`src/rtl/down_cnt_timer.sv`:
```
// down_cnt_timer: programmable down-counting timer with a one-cycle
// terminal-count pulse, optional auto-reload and a registered window flag
// that is set at HI_MARK and cleared at LO_MARK.
module down_cnt_timer #(
  parameter int WIDTH       = 3,
  parameter int RELOAD      = 5,
  parameter int AUTO_RELOAD = 1,
  parameter int HI_MARK     = 4,
  parameter int LO_MARK     = 2
) (
  input  logic             CLK,
  input  logic             RST,
  input  logic             CLEAR,
  input  logic             LOAD,
  input  logic [WIDTH-1:0] LOAD_VAL,
  input  logic             DOWN_ENABLE,
  input  logic             DOWN_ENABLE2,
  input  logic             STOP,
  output logic [WIDTH-1:0] DOWN_CNT,
  output logic             IS_ZERO,
  output logic             TC,
  output logic             WINDOW,
  output logic [1:0]       STATE
);

  localparam logic [WIDTH-1:0] RELOAD_V = WIDTH'(RELOAD);
  localparam logic [WIDTH-1:0] HI_V     = WIDTH'(HI_MARK);
  localparam logic [WIDTH-1:0] LO_V     = WIDTH'(LO_MARK);
  localparam logic [WIDTH-1:0] ONE_V    = WIDTH'(1);

  typedef enum logic [1:0] {
    IDLE    = 2'd0,
    RUN     = 2'd1,
    PAUSE   = 2'd2,
    EXPIRED = 2'd3
  } state_t;

  state_t           state_q, state_d;
  logic [WIDTH-1:0] cnt_q, cnt_d;
  logic             tc_q, tc_d;
  logic             win_q, win_d;
  logic             dec_req;

  assign dec_req  = DOWN_ENABLE | DOWN_ENABLE2;

  assign DOWN_CNT = cnt_q;
  assign IS_ZERO  = (cnt_q == '0);
  assign TC       = tc_q;
  assign WINDOW   = win_q;
  assign STATE    = state_q;

  // Register bank: reset leaves the timer idle, preloaded with RELOAD.
  always_ff @(posedge CLK or posedge RST) begin
    if (RST) begin
      cnt_q   <= RELOAD_V;
      state_q <= IDLE;
      tc_q    <= 1'b0;
      win_q   <= 1'b0;
    end else begin
      cnt_q   <= cnt_d;
      state_q <= state_d;
      tc_q    <= tc_d;
      win_q   <= win_d;
    end
  end

  // Next-state logic: CLEAR > LOAD > STOP > decrement/reload > hold; the
  // window flag looks at the current registered count so it lags by a cycle.
  always_comb begin
    cnt_d   = cnt_q;
    state_d = state_q;
    tc_d    = 1'b0;
    win_d   = win_q;

    if (CLEAR) begin
      cnt_d   = '0;
      state_d = IDLE;
      win_d   = 1'b0;
    end else begin
      if (cnt_q == HI_V) begin
        win_d = 1'b1;
      end else if (cnt_q == LO_V) begin
        win_d = 1'b0;
      end

      if (LOAD) begin
        cnt_d = LOAD_VAL;
        if (LOAD_VAL == '0) begin
          state_d = EXPIRED;
          tc_d    = 1'b1;
        end else begin
          state_d = RUN;
        end
      end else begin
        case (state_q)
          IDLE: begin
            state_d = IDLE;
          end
          RUN: begin
            if (STOP) begin
              state_d = PAUSE;
            end else if (dec_req && (cnt_q != '0)) begin
              cnt_d = cnt_q - ONE_V;
              if (cnt_q == ONE_V) begin
                tc_d    = 1'b1;
                state_d = EXPIRED;
              end
            end
          end
          PAUSE: begin
            if (!STOP) begin
              state_d = RUN;
            end
          end
          EXPIRED: begin
            if ((AUTO_RELOAD != 0) && dec_req) begin
              cnt_d   = RELOAD_V;
              state_d = RUN;
            end
          end
          default: begin
            state_d = IDLE;
          end
        endcase
      end
    end
  end

endmodule

```
`config.mk`:
```
export PLATFORM = sky130hd
export DESIGN_NAME = down_cnt_timer
export DESIGN_NICKNAME = d
export VERILOG_FILES = /design/src/rtl/down_cnt_timer.sv
export SDC_FILE = /design/constraint.sdc
export NUM_CORES = 1
export LEC_CHECK = 0
export BUFFER_PORTS_ARGS = -buffer_cell sky130_fd_sc_hd__buf_2
export CAP_MARGIN = 30
export CORE_AREA = 2 2 39 41
export DETAILED_ROUTE_END_ITERATION = 6
export DIE_AREA = 0 0 41 43
export PLACE_DENSITY = 0.71
export SYNTH_ARGS = -nofsm -noshare
export SYNTH_HDL_FRONTEND = slang
export SYNTH_SLANG_ARGS = --single-unit
export TNS_END_PERCENT = 1
```
`constraint.sdc`:
```
create_clock -name CLK -period 1.7 [get_ports CLK]
set_clock_uncertainty 0.1 [all_clocks]
set_input_delay 0.085 -clock CLK [delete_from_list [all_inputs] [get_ports CLK]]
set_output_delay 0.085 -clock CLK [all_outputs]
set_load 0.005 [all_outputs]
```
==> out/qor.csv, run 1 <==
stage,metric,value,unit
outcome,status,"finished, final reports clean",
drt,dr.first_iter.drc_count,7,
cells_and_area,fin_nets,99,
sta,grt_setup_unrepaired,true,
setup_path,setup.worst_path.start_class,flip-flop,
global_route,first_global_vias,516,
clocking,clockBufferDepth,2,
cells_and_area,final_area,758,um^2
clocking,cts_root_buf,clkbuf_4,
logic_synthesis,syn_avg_cell_area,9.77,um^2
power_and_ir_drop,p_leak,0.357,nW
sta,drv_slew,0,
setup_path,crit_chain,"inv_2, ha_4, nor4b_4, o21ai_2, mux2_4",
die,pin_count,18,
logic_synthesis,yosys_warnings,0,
placement,placed_area,699,um^2
setup_path,crit_required,1.74,ns
sta,postLayoutSetupSlackWorst,0.0249,ns
flow_run,drv_cap,0,
cells_and_area,seq_area,178,um^2
logic_synthesis,syn-num-nets,71,
die,die_h,43,um
die,start_util,40.2,%
cells_and_area,diodes,0,
drt,vias,537,
cells_and_area,syn2layout_area_growth,36.2,%
setup_path,cp.arrival,1.72,ns
die,die_area,0.00176,mm^2
global_route,grt_overflow,0,
clocking,cts_tree,done,
drt,drcViolationCount,0,
cells_and_area,multiInputGateArea,373,um^2
hold_path,worstHoldPathType,input port to flip-flop,
drt,totalWireLength,1350,um
drt,avgViaCountPerCell,5.37,
clocking,clkSinkCount,7,
power_and_ir_drop,vdd_ir_drop_max,0.000230,V
clocking,clkTransAtPathRegs,0.05,ns
power_and_ir_drop,p_per_area,752,mW/mm^2
sta,period_share,98.5,%
global_route,grt_antenna_before_repair,0,
die,die_width,41,um
sta,setup_viol,0,
cells_and_area,nFillCells,128,
logic_synthesis,syn_inst,57,
logic_synthesis,ys_seq_area_share,31.9,%
logic_synthesis,synth_cell_types,30,
die,num_rows,14,
die,core,0.00138,mm^2
setup_path,cp_max_fo,4,
sta,fmax,597,MHz
cells_and_area,drive_above_1_share,50.0,%
drt,ant_nets,0,
drt,wl_per_cell,13.5,um
sta,final.min_clock_period,1.68,ns
global_route,grt.total_usage,18.9,%
placement,dp_hpwl,1060,um
logic_synthesis,synth.cell_area,557,um^2
global_route,grt_pass1_wl,2180,um
logic_synthesis,ys_ff_latch,7,
clocking,worstSkewPairLatency,0.26,ns
clocking,numCtsBuffers,3,
setup_path,critPathTopFamily,flip-flops,
placement,gp_congestion,0.811,
sta,slew_headroom,79.8,%
setup_path,cpMaxStageDelayCell,dfstp_2,
sta,tightest_slew,0.302,ns
placement,portBuffers,17,
placement,dp_slack,-0.0363,ns
sta,whs,0.0869,ns
setup_path,setup.worst_path.end_class,flip-flop,
setup_path,cpPeakStageDelay,0.54,ns
drt,firstDrtPassIters,4,
global_route,grt_max_degree,12,
power_and_ir_drop,finalPower,0.570,mW
sta,hold_violations,0,
setup_path,path_buf_inv,1,
clocking,htreeDepth,1,
setup_path,rrSetupSlack,0.02,ns
setup_path,critical_path_class,flip-flop to flip-flop,
[routing by layer]
layer  global-route usage [%]  up-vias  wire length (um)
li1                         -      258                 -
met1                     23.1      245               574
met3                     4.71        9                64
met4                     12.0        0                42
met5                        0        -                 0
met2                     28.1       25               665
[stage by stage]
step | TNS, ns | util, % | cells
6_report | 0 | 54.8 | 100
3_5_place_dp | -0.0363 | 50.5 | 93
3_3_place_gp | 0 | 50.5 | 93
2_1_floorplan | 0 | - | 57
4_1_cts | 0 | 54.4 | 100
5_1_grt | -0.00528 | 54.8 | 100
[area by class of cell]
class | count | share of cell area, %
clock buffer | 4 | 3.47
inverter | 5 | 2.48
multi-input combinational | 44 | 49.2
sequential | 7 | 23.4
tap | 16 | 2.64
timing repair buffer | 24 | 18.8
[Yosys cell counts]
library cell  instances  share of area (%)
nor2b_2               1                1.6
nor2_2                3                3.4
inv_1                 5                3.4
nand2_1               4                2.7
or3_1                 1                1.1
a221o_1               1                1.8
o21ai_2               1                1.6
nor3b_1               1                1.3
nor3_4                1                2.9
buf_2                 1               0.90
o21ai_0               2                1.8
nor2b_1               3                3.4
dfstp_2               2                9.4
dfrtp_1               5                 22
mux2i_1               1                1.8
o32a_2                1                2.0
a21oi_1               4                3.6
o31ai_1               1                1.3
ha_1                  4                9.0
o211ai_1              1                1.3
nand2b_1              2                2.2
o21ai_1               1               0.90
and2_4                1                1.6
o22a_2                1                1.8
nor3b_2               1                2.2
mux2_4                2                5.4
a311oi_1              1                1.6
o22ai_1               1                1.1
nor2_1                3                2.0
nor4b_4               1                4.3
[logic make-up after synthesis]
| family | share of synthesized area (%) |
|---|---|
| and+or+nand+nor | 28.8 |
| AOI/OAI and AO/OA | 18.9 |
| DFF | 31.9 |
| buffers and inverters | 4.27 |
| adders and majority gates | 8.99 |
| muxes | 7.19 |
[final timing paths]
path                                            to               startpoint  cells past startpoint
max                           STATE[0]$_DFFE_PP0P_  DOWN_CNT[0]$_DFFE_PP1P_                      5
max in group asynchronous  DOWN_CNT[0]$_DFFE_PP1P_                      RST                      3
min                        DOWN_CNT[0]$_DFFE_PP1P_              LOAD_VAL[0]                      4
max reg2reg                   STATE[0]$_DFFE_PP0P_  DOWN_CNT[0]$_DFFE_PP1P_                      5
min reg2reg                     WINDOW$_DFFE_PP0P_       WINDOW$_DFFE_PP0P_                      2
min in group asynchronous             TC$_DFF_PP0_                      RST                      3
[where the power goes]
part / internal (mW) / switching (mW)
clock network: 0.0897 / 0.0637
registers: 0.191 / 0.0266
logic: 0.108 / 0.0916
[cells in the final DEF, fill, tap and decap left out]
master	instances
a21oi_1	4
a221o_1	1
a311oi_1	1
and2_4	1
buf_2	17
buf_4	5
clkbuf_1	1
clkbuf_4	3
dfrtp_1	5
dfstp_2	2
dlygate4sd3_1	2
ha_1	3
ha_4	1
inv_1	4
inv_2	1
mux2_4	2
mux2i_1	1
nand2_1	4
nand2b_1	2
nor2_1	3
nor2_2	3
nor2b_1	3
nor2b_4	1
nor3_4	1
nor3b_1	1
nor3b_2	1
nor4b_4	1
o211ai_1	1
o21ai_0	1
o21ai_1	2
o21ai_2	1
o22a_2	1
o22ai_1	1
o31ai_1	1
o32a_2	1
or3_1	1
[registers in the layout, summed over array words and instances (netlist names)]
signal	flops
DOWN_CNT	3
STATE	2
TC	1
WINDOW	1
[worst register-to-register path, cell delays in order, from the launching register on]
cell,delay (ns)
dfstp_2,0.54
inv_2,0.06
ha_4,0.17
nor4b_4,0.30
o21ai_2,0.09
mux2_4,0.30
[repair_timing]
| item | in CTS | in global routing |
|---|---|---|
| hold buffers | 2 | 0 |
| pin swaps | 3 | 1 |
| endpoints found under the setup margin | 3 | 4 |
| hold endpoints to repair | 8 | 0 |
| setup buffers | 1 | 0 |
| gates resized for setup | 0 | 2 |
| gates cloned | 0 | 0 |
(Power assumes the default switching activity.)
==> run 2, diff against run 1 <==
--- a/config.mk
+++ b/config.mk
@@ -5,12 +5,16 @@
 export SDC_FILE = /design/constraint.sdc
 export NUM_CORES = 1
 export LEC_CHECK = 0
+export ABC_AREA = 1
 export BUFFER_PORTS_ARGS = -buffer_cell sky130_fd_sc_hd__buf_2
 export CAP_MARGIN = 30
-export CORE_AREA = 2 2 39 41
+export CELL_PAD_IN_SITES_DETAIL_PLACEMENT = 1
+export CELL_PAD_IN_SITES_GLOBAL_PLACEMENT = 2
+export CORE_AREA = 2 2 53 55
 export DETAILED_ROUTE_END_ITERATION = 6
-export DIE_AREA = 0 0 41 43
-export PLACE_DENSITY = 0.71
+export DIE_AREA = 0 0 55 57
+export GPL_ROUTABILITY_DRIVEN = 1
+export PLACE_DENSITY = 0.7
 export SYNTH_ARGS = -nofsm -noshare
 export SYNTH_HDL_FRONTEND = slang
 export SYNTH_SLANG_ARGS = --single-unit
==> out/qor.csv, run 2 <==
stage,metric,value,unit,change
setup_path,cp.arrival,1.59,ns,was 1.72 ns
logic_synthesis,yosys_warnings,0,,unchanged
drt,drcViolationCount,0,,unchanged
setup_path,path_buf_inv,1,,unchanged
logic_synthesis,ys_seq_area_share,33.5,%,was 31.9%
setup_path,cpPeakStageDelay,0.54,ns,about the same
setup_path,setup.worst_path.end_class,flip-flop,,unchanged
global_route,first_global_vias,602,,was 516
logic_synthesis,ys_ff_latch,7,,unchanged
setup_path,critPathTopFamily,flip-flops,,unchanged
die,core,0.00262,mm^2,was 0.00138 mm^2
clocking,htreeDepth,1,,unchanged
logic_synthesis,ys_async_sr_fraction,100,%,unchanged
clocking,cts_hold_buf,2,,unchanged
clocking,cts_root_buf,clkbuf_4,,unchanged
sta,hold_violations,0,,unchanged
global_route,grt_max_degree,8,,was 12
power_and_ir_drop,p_per_area,724,mW/mm^2,was 752 mW/mm^2
sta,final.min_clock_period,1.54,ns,was 1.68 ns
clocking,clkSinkCount,7,,unchanged
logic_synthesis,yosysTopAreaCell,dfrtp_1,,unchanged
setup_path,cp_max_fo,4,,unchanged
placement,portBuffers,17,,unchanged
power_and_ir_drop,finalPower,0.507,mW,was 0.570 mW
logic_synthesis,ys.flop_type,dfrtp_1,,unchanged
die,num_rows,19,,was 14
logic_synthesis,synth_cell_types,17,,was 30
global_route,grt_overflow,0,,unchanged
logic_synthesis,synth_edf_count,0,,unchanged
setup_path,crit_chain,"inv_1, ha_1, nand2_2, nand3_1, nand2_2, nand2_2, nand2_1, nand2_1",,"was inv_2, ha_4, nor4b_4, o21ai_2, mux2_4"
drt,ant_nets,0,,unchanged
cells_and_area,final_cell_mix,"23 x nand2_1, 17 x buf_2, 12 x inv_1",,"was 17 x buf_2, 5 x dfrtp_1, 5 x buf_4"
logic_synthesis,syn_avg_cell_area,6.55,um^2,was 9.77 um^2
placement,gp_congestion,0.687,,was 0.811
die,pin_count,18,,unchanged
clocking,numCtsBuffers,3,,unchanged
logic_synthesis,synth_top_cell_area_share,23.6,%,was 22.5%
drt,wl_per_cell,10.6,um,was 13.5 um
power_and_ir_drop,p_leak,0.394,nW,was 0.357 nW
drt,totalWireLength,1430,um,was 1350 um
setup_path,critical_path_class,flip-flop to flip-flop,,unchanged
logic_synthesis,synth_most_common_cell,nand2_1,,
logic_synthesis,syn_inst,81,,was 57
power_and_ir_drop,vdd_ir_drop_max,0.000233,V,was 0.000230 V
flow_run,drv_cap,0,,unchanged
clocking,postCtsSetupRepairBufs,0,,was 1
setup_path,crit_end,DOWN_CNT[1]$_DFFE_PP0P_,,was STATE[0]$_DFFE_PP0P_
die,die_area,0.00314,mm^2,was 0.00176 mm^2
sta,tightest_slew,0.273,ns,was 0.302 ns
global_route,grt.total_usage,11.0,%,was 18.9%
cells_and_area,drive_above_1_share,27.9,%,was 50.0%
drt,avgViaCountPerCell,4.18,,was 5.37
logic_synthesis,syn-num-nets,95,,was 71
clocking,clockBufferDepth,2,,unchanged
sta,fmax,649,MHz,was 597 MHz
clocking,cts_tree,done,,unchanged
global_route,grt_pass1_wl,2550,um,was 2180 um
logic_synthesis,synth.cell_area,531,um^2,was 557 um^2
outcome,status,"finished, final reports clean",,unchanged
sta,setup_viol,0,,unchanged
setup_path,regToRegStartpoint,DOWN_CNT[0]$_DFFE_PP1P_,,unchanged
drt,dr.first_iter.drc_count,9,,was 7
die,die_h,57,um,was 43 um
sta,postLayoutSetupSlackWorst,0.159,ns,was 0.0249 ns
setup_path,cp.depth,8,,was 5
setup_path,r2r_cells,8,,was 5
logic_synthesis,synth_common_cells,"23 x nand2_1, 12 x inv_1, 11 x nor2_1, 5 x dfrtp_1, 5 x nand3_1",,"was 5 x dfrtp_1, 5 x inv_1, 4 x a21oi_1, 4 x ha_1, 4 x nand2_1"
clocking,worstSkewPairLatency,0.25,ns,was 0.26 ns
clocking,clkTransAtPathRegs,0.05,ns,about the same
cells_and_area,diodes,0,,unchanged
sta,drv_slew,0,,unchanged
cells_and_area,fin_nets,119,,was 99
placement,dp_hpwl,1240,um,was 1060 um
sta,slew_headroom,81.8,%,was 79.8%
cells_and_area,final_common_cell,nand2_1,,was buf_2
setup_path,setup.worst_path.start_class,flip-flop,,unchanged
sta,period_share,90.6,%,was 98.5%
setup_path,r2r-end,DOWN_CNT[1]$_DFFE_PP0P_,,was STATE[0]$_DFFE_PP0P_
setup_path,cpMaxStageDelayCell,dfstp_2,,unchanged
setup_path,crit_required,1.74,ns,about the same
sta,grt_setup_unrepaired,false,,was true
drt,firstDrtPassIters,3,,was 4
die,die_width,55,um,was 41 um
drt,vias,564,,was 537
global_route,grt_antenna_before_repair,0,,unchanged
setup_path,crit_start,DOWN_CNT[0]$_DFFE_PP1P_,,unchanged
setup_path,crit_top_cell,nand2_2,,
hold_path,worstHoldPathType,input port to flip-flop,,unchanged
sta,setup_tns,0,ns,unchanged
cells_and_area,syn2layout_area_growth,32.1,%,was 36.2%
clocking,cts_resized,0,,unchanged
logic_synthesis,synth_area_leaders,"dfrtp_1 24%, nand2_1 16%, dfstp_2 9.9%",,"was dfrtp_1 22%, dfstp_2 9.4%, ha_1 9.0%"
cells_and_area,largest_reg_flops,3,,unchanged
placement,dp_slack,0.145,ns,was -0.0363 ns
die,start_util,20.3,%,was 40.2%
setup_path,rrSetupSlack,0.16,ns,was 0.02 ns
run 2: cell types whose count changed after synthesis, sizes merged, moves of 2 or more:
| cell | change |
|---|---|
| nand3 | +5 |
| nand2b | -2 |
| inv | +9 |
| nor2 | +6 |
| mux2 | -2 |
| nand2 | +23 |
| nor2b | -4 |
run 2: per-layer routing:
metal	part of all wire [%]	GRT usage, %	vias up
met2	49	17.3	11
met4	1.1	5.23	0
met5	0	0	-
li1	-	-	295
met3	3.4	1.57	2
met1	47	14.6	256
run 2: worst min-delay path by stage:
stage,to,cells after the start,slack [ns],startpoint
2_1_floorplan,DOWN_CNT[1]$_DFFE_PP0P_,1,-0.21,RST
3_3_place_gp,TC$_DFF_PP0_,2,-0.07,RST
3_5_place_dp,TC$_DFF_PP0_,2,-0.06,RST
4_1_cts,TC$_DFF_PP0_,4,0.04,LOAD_VAL[0]
5_1_grt,TC$_DFF_PP0_,4,0.07,LOAD_VAL[0]
6_report,TC$_DFF_PP0_,4,0.03,LOAD_VAL[0]
run 2: worst register-to-register path, stage by stage (launching register included):
cell and delay (ns):
dfstp_2 0.54, inv_1 0.09, ha_1 0.23, nand2_2 0.09, nand3_1 0.09, nand2_2 0.12
nand2_2 0.07, nand2_1 0.06, nand2_1 0.05
run 2: layout make-up:
type                            instances  area, um^2
Clock buffer                            4        26.3
Sequential cell                         7         178
Timing Repair Buffer                   19         105
Inverter                               14        52.6
Multi-Input combinational cell         60         300
Fill cell                             354        1910
Tap cell                               31        38.8
run 2: cell families after synthesis:
kind of cell,count (synthesis),share of synthesized area [%]
and+or+nand+nor,47,38.2
buffers and inverters,14,9.91
DFF,7,33.5
adders and majority gates,4,9.43
AOI/OAI and AO/OA,9,8.96
run 2: through the flow:
step	hold WS (ns)	instance area, um^2	utilization, %	std cells
finish	0.0309	701	26.8	135
global route	0.0724	701	26.8	135
CTS	0.0386	701	26.8	135
detailed placement	-0.0645	654	25.0	129
global placement	-0.0680	654	25.0	129
floorplan	-0.213	531	-	81
run 2: power breakdown:
group          internal (mW)  total [mW]  switching [mW]  leakage [nW]
Combinational         0.0631       0.151          0.0882         0.292
Sequential             0.187       0.204          0.0167        0.0868
Clock                 0.0896       0.152          0.0619        0.0150
==> run 3, diff against run 2 <==
--- a/config.mk
+++ b/config.mk
@@ -8,13 +8,11 @@
 export ABC_AREA = 1
 export BUFFER_PORTS_ARGS = -buffer_cell sky130_fd_sc_hd__buf_2
 export CAP_MARGIN = 30
-export CELL_PAD_IN_SITES_DETAIL_PLACEMENT = 1
-export CELL_PAD_IN_SITES_GLOBAL_PLACEMENT = 2
-export CORE_AREA = 2 2 53 55
+export CORE_AREA = 2 2 39 41
 export DETAILED_ROUTE_END_ITERATION = 6
-export DIE_AREA = 0 0 55 57
+export DIE_AREA = 0 0 41 43
 export GPL_ROUTABILITY_DRIVEN = 1
-export PLACE_DENSITY = 0.7
+export PLACE_DENSITY = 0.69
 export SYNTH_ARGS = -nofsm -noshare
 export SYNTH_HDL_FRONTEND = slang
 export SYNTH_SLANG_ARGS = --single-unit
==> out/qor.csv, run 3 (same netlist as run 2, synthesis figures left out) <==
stage,metric,value,unit,change
power_and_ir_drop,p_leak,0.394,nW,unchanged
global_route,grt_max_degree,8,,unchanged
global_route,grt.total_usage,16.7,%,was 11.0%
power_and_ir_drop,finalPower,0.500,mW,was 0.507 mW
die,core,0.00138,mm^2,was 0.00262 mm^2
placement,dp.cells,114,,was 129
sta,setup_tns,0,ns,unchanged
cells_and_area,stdcell_count,120,,was 135
die,die_h,43,um,was 57 um
setup_path,path_buf_inv,1,,unchanged
clocking,clkSinkCount,7,,unchanged
setup_path,crit_chain,"inv_1, ha_1, nand2_2, nand3_1, nand2_2, nand2_2, nand2_1, nand2_1",,unchanged
setup_path,crit_top_cell,nand2_2,,unchanged
setup_path,cp.arrival,1.59,ns,about the same
setup_path,setup.worst_path.end_class,flip-flop,,unchanged
sta,grt_setup_unrepaired,false,,unchanged
sta,slew_headroom,81.9,%,was 81.8%
sta,postLayoutSetupSlackWorst,0.145,ns,was 0.159 ns
clocking,cts_hold_buf,2,,unchanged
sta,hold_violations,0,,unchanged
cells_and_area,fin_nets,119,,unchanged
clocking,clockBufferDepth,2,,unchanged
die,die_area,0.00176,mm^2,was 0.00314 mm^2
clocking,worstSkewPairLatency,0.25,ns,about the same
cells_and_area,diodes,0,,unchanged
die,pin_count,18,,unchanged
setup_path,cpMaxStageDelayCell,dfstp_2,,unchanged
outcome,status,"finished, final reports clean",,unchanged
cells_and_area,fin_util,49.3,%,was 26.8%
drt,firstDrtPassIters,4,,was 3
sta,tightest_slew,0.271,ns,was 0.273 ns
placement,portBuffers,17,,unchanged
global_route,first_global_vias,485,,was 602
drt,wl_met1,516,um,was 666 um
drt,avgViaCountPerCell,4.76,,was 4.18
global_route,grt_overflow,0,,unchanged
global_route,grt_antenna_before_repair,0,,unchanged
cells_and_area,drive_above_1_share,27.9,%,unchanged
setup_path,cpPeakStageDelay,0.55,ns,was 0.54 ns
setup_path,critPathTopFamily,flip-flops,,unchanged
clocking,postCtsSetupRepairBufs,0,,unchanged
hold_path,worstHoldPathType,input port to flip-flop,,unchanged
setup_path,cp_max_fo,4,,unchanged
sta,drv_slew,0,,unchanged
power_and_ir_drop,p_per_area,733,mW/mm^2,was 724 mW/mm^2
cells_and_area,largest_reg_flops,3,,unchanged
cells_and_area,final_common_cell,nand2_1,,unchanged
die,start_util,38.3,%,was 20.3%
placement,dp_hpwl,982,um,was 1240 um
drt,totalWireLength,1190,um,was 1430 um
global_route,grt_pass1_wl,1970,um,was 2550 um
clocking,htreeDepth,1,,unchanged
cells_and_area,final_cell_mix,"23 x nand2_1, 17 x buf_2, 12 x inv_1",,unchanged
setup_path,setup.worst_path.start_class,flip-flop,,unchanged
drt,highest_layer,met4,,unchanged
die,die_width,41,um,was 55 um
clocking,cts_root_buf,clkbuf_4,,unchanged
die,num_rows,14,,was 19
sta,fmax,643,MHz,was 649 MHz
drt,vias,571,,was 564
drt,wl_per_cell,9.95,um,was 10.6 um
sta,period_share,91.5,%,was 90.6%
cells_and_area,syn2layout_area_growth,28.5,%,was 32.1%
drt,drcViolationCount,0,,unchanged
clocking,clkTransAtPathRegs,0.05,ns,about the same
sta,setup_viol,0,,unchanged
placement,gp_congestion,0.824,,was 0.687
power_and_ir_drop,vdd_ir_drop_max,0.000620,V,was 0.000233 V
setup_path,critical_path_class,flip-flop to flip-flop,,unchanged
sta,final.min_clock_period,1.55,ns,was 1.54 ns
drt,dr.first_iter.drc_count,15,,was 9
placement,dp_slack,0.150,ns,was 0.145 ns
flow_run,drv_cap,0,,unchanged
clocking,numCtsBuffers,3,,unchanged
setup_path,crit_required,1.74,ns,about the same
drt,ant_nets,0,,unchanged
drt,wl_met2,546,um,was 696 um
clocking,cts_tree,done,,unchanged
clocking,cts_resized,0,,unchanged
drt,wl_met3,89,um,was 49 um
==> run 3: final timing paths <==
| path | startpoint | to | slack (ns) | depth (start not counted) |
|---|---|---|---|---|
| hold / removal | LOAD_VAL[0] | TC$_DFF_PP0_ | 0.05 | 4 |
| hold reg to reg | DOWN_CNT[0]$_DFFE_PP1P_ | DOWN_CNT[0]$_DFFE_PP1P_ | 0.38 | 2 |
| min in group asynchronous | RST | DOWN_CNT[1]$_DFFE_PP0P_ | 0.21 | 3 |
| setup / recovery | DOWN_CNT[0]$_DFFE_PP1P_ | DOWN_CNT[1]$_DFFE_PP0P_ | 0.15 | 8 |
| max in group asynchronous | RST | DOWN_CNT[2]$_DFFE_PP1P_ | 1.02 | 3 |
| setup reg to reg | DOWN_CNT[0]$_DFFE_PP1P_ | DOWN_CNT[1]$_DFFE_PP0P_ | 0.15 | 8 |
==> run 3: worst register-to-register path, cell delays in order, from the launching register on <==
cell and delay [ns]:
dfstp_2 0.55, inv_1 0.08, ha_1 0.22, nand2_2 0.09, nand3_1 0.09, nand2_2 0.12, nand2_2 0.07, nand2_1 0.06
nand2_1 0.06
==> run 3: final cells by class <==
| type | instances | area [um^2] |
|---|---|---|
| fillers | 153 | 702 |
| repair buffers | 19 | 105 |
| inverters | 14 | 52.6 |
| well taps | 16 | 20.0 |
| multi-input cells | 60 | 300 |
| flip-flops and latches | 7 | 178 |
| clock buffers | 4 | 26.3 |
==> run 3: power breakdown <==
part | internal [mW] | switching [mW]
sequential | 0.187 | 0.0185
clock | 0.0894 | 0.0592
combinational | 0.0625 | 0.0828
==> run 3: per-stage QoR <==
stage / hold slack (ns) / cell area, um^2
2_1_floorplan: -0.213 / 531
3_3_place_gp: -0.0820 / 636
3_5_place_dp: -0.0698 / 636
4_1_cts: 0.0412 / 682
5_1_grt: 0.0529 / 682
6_report: 0.0478 / 682
==> run 3: layer usage <==
metal,GRT usage [%],vias to the layer above
met5,0,-
met1,20.6,243
li1,-,297
met4,6.67,0
met2,24.1,25
met3,8.38,6
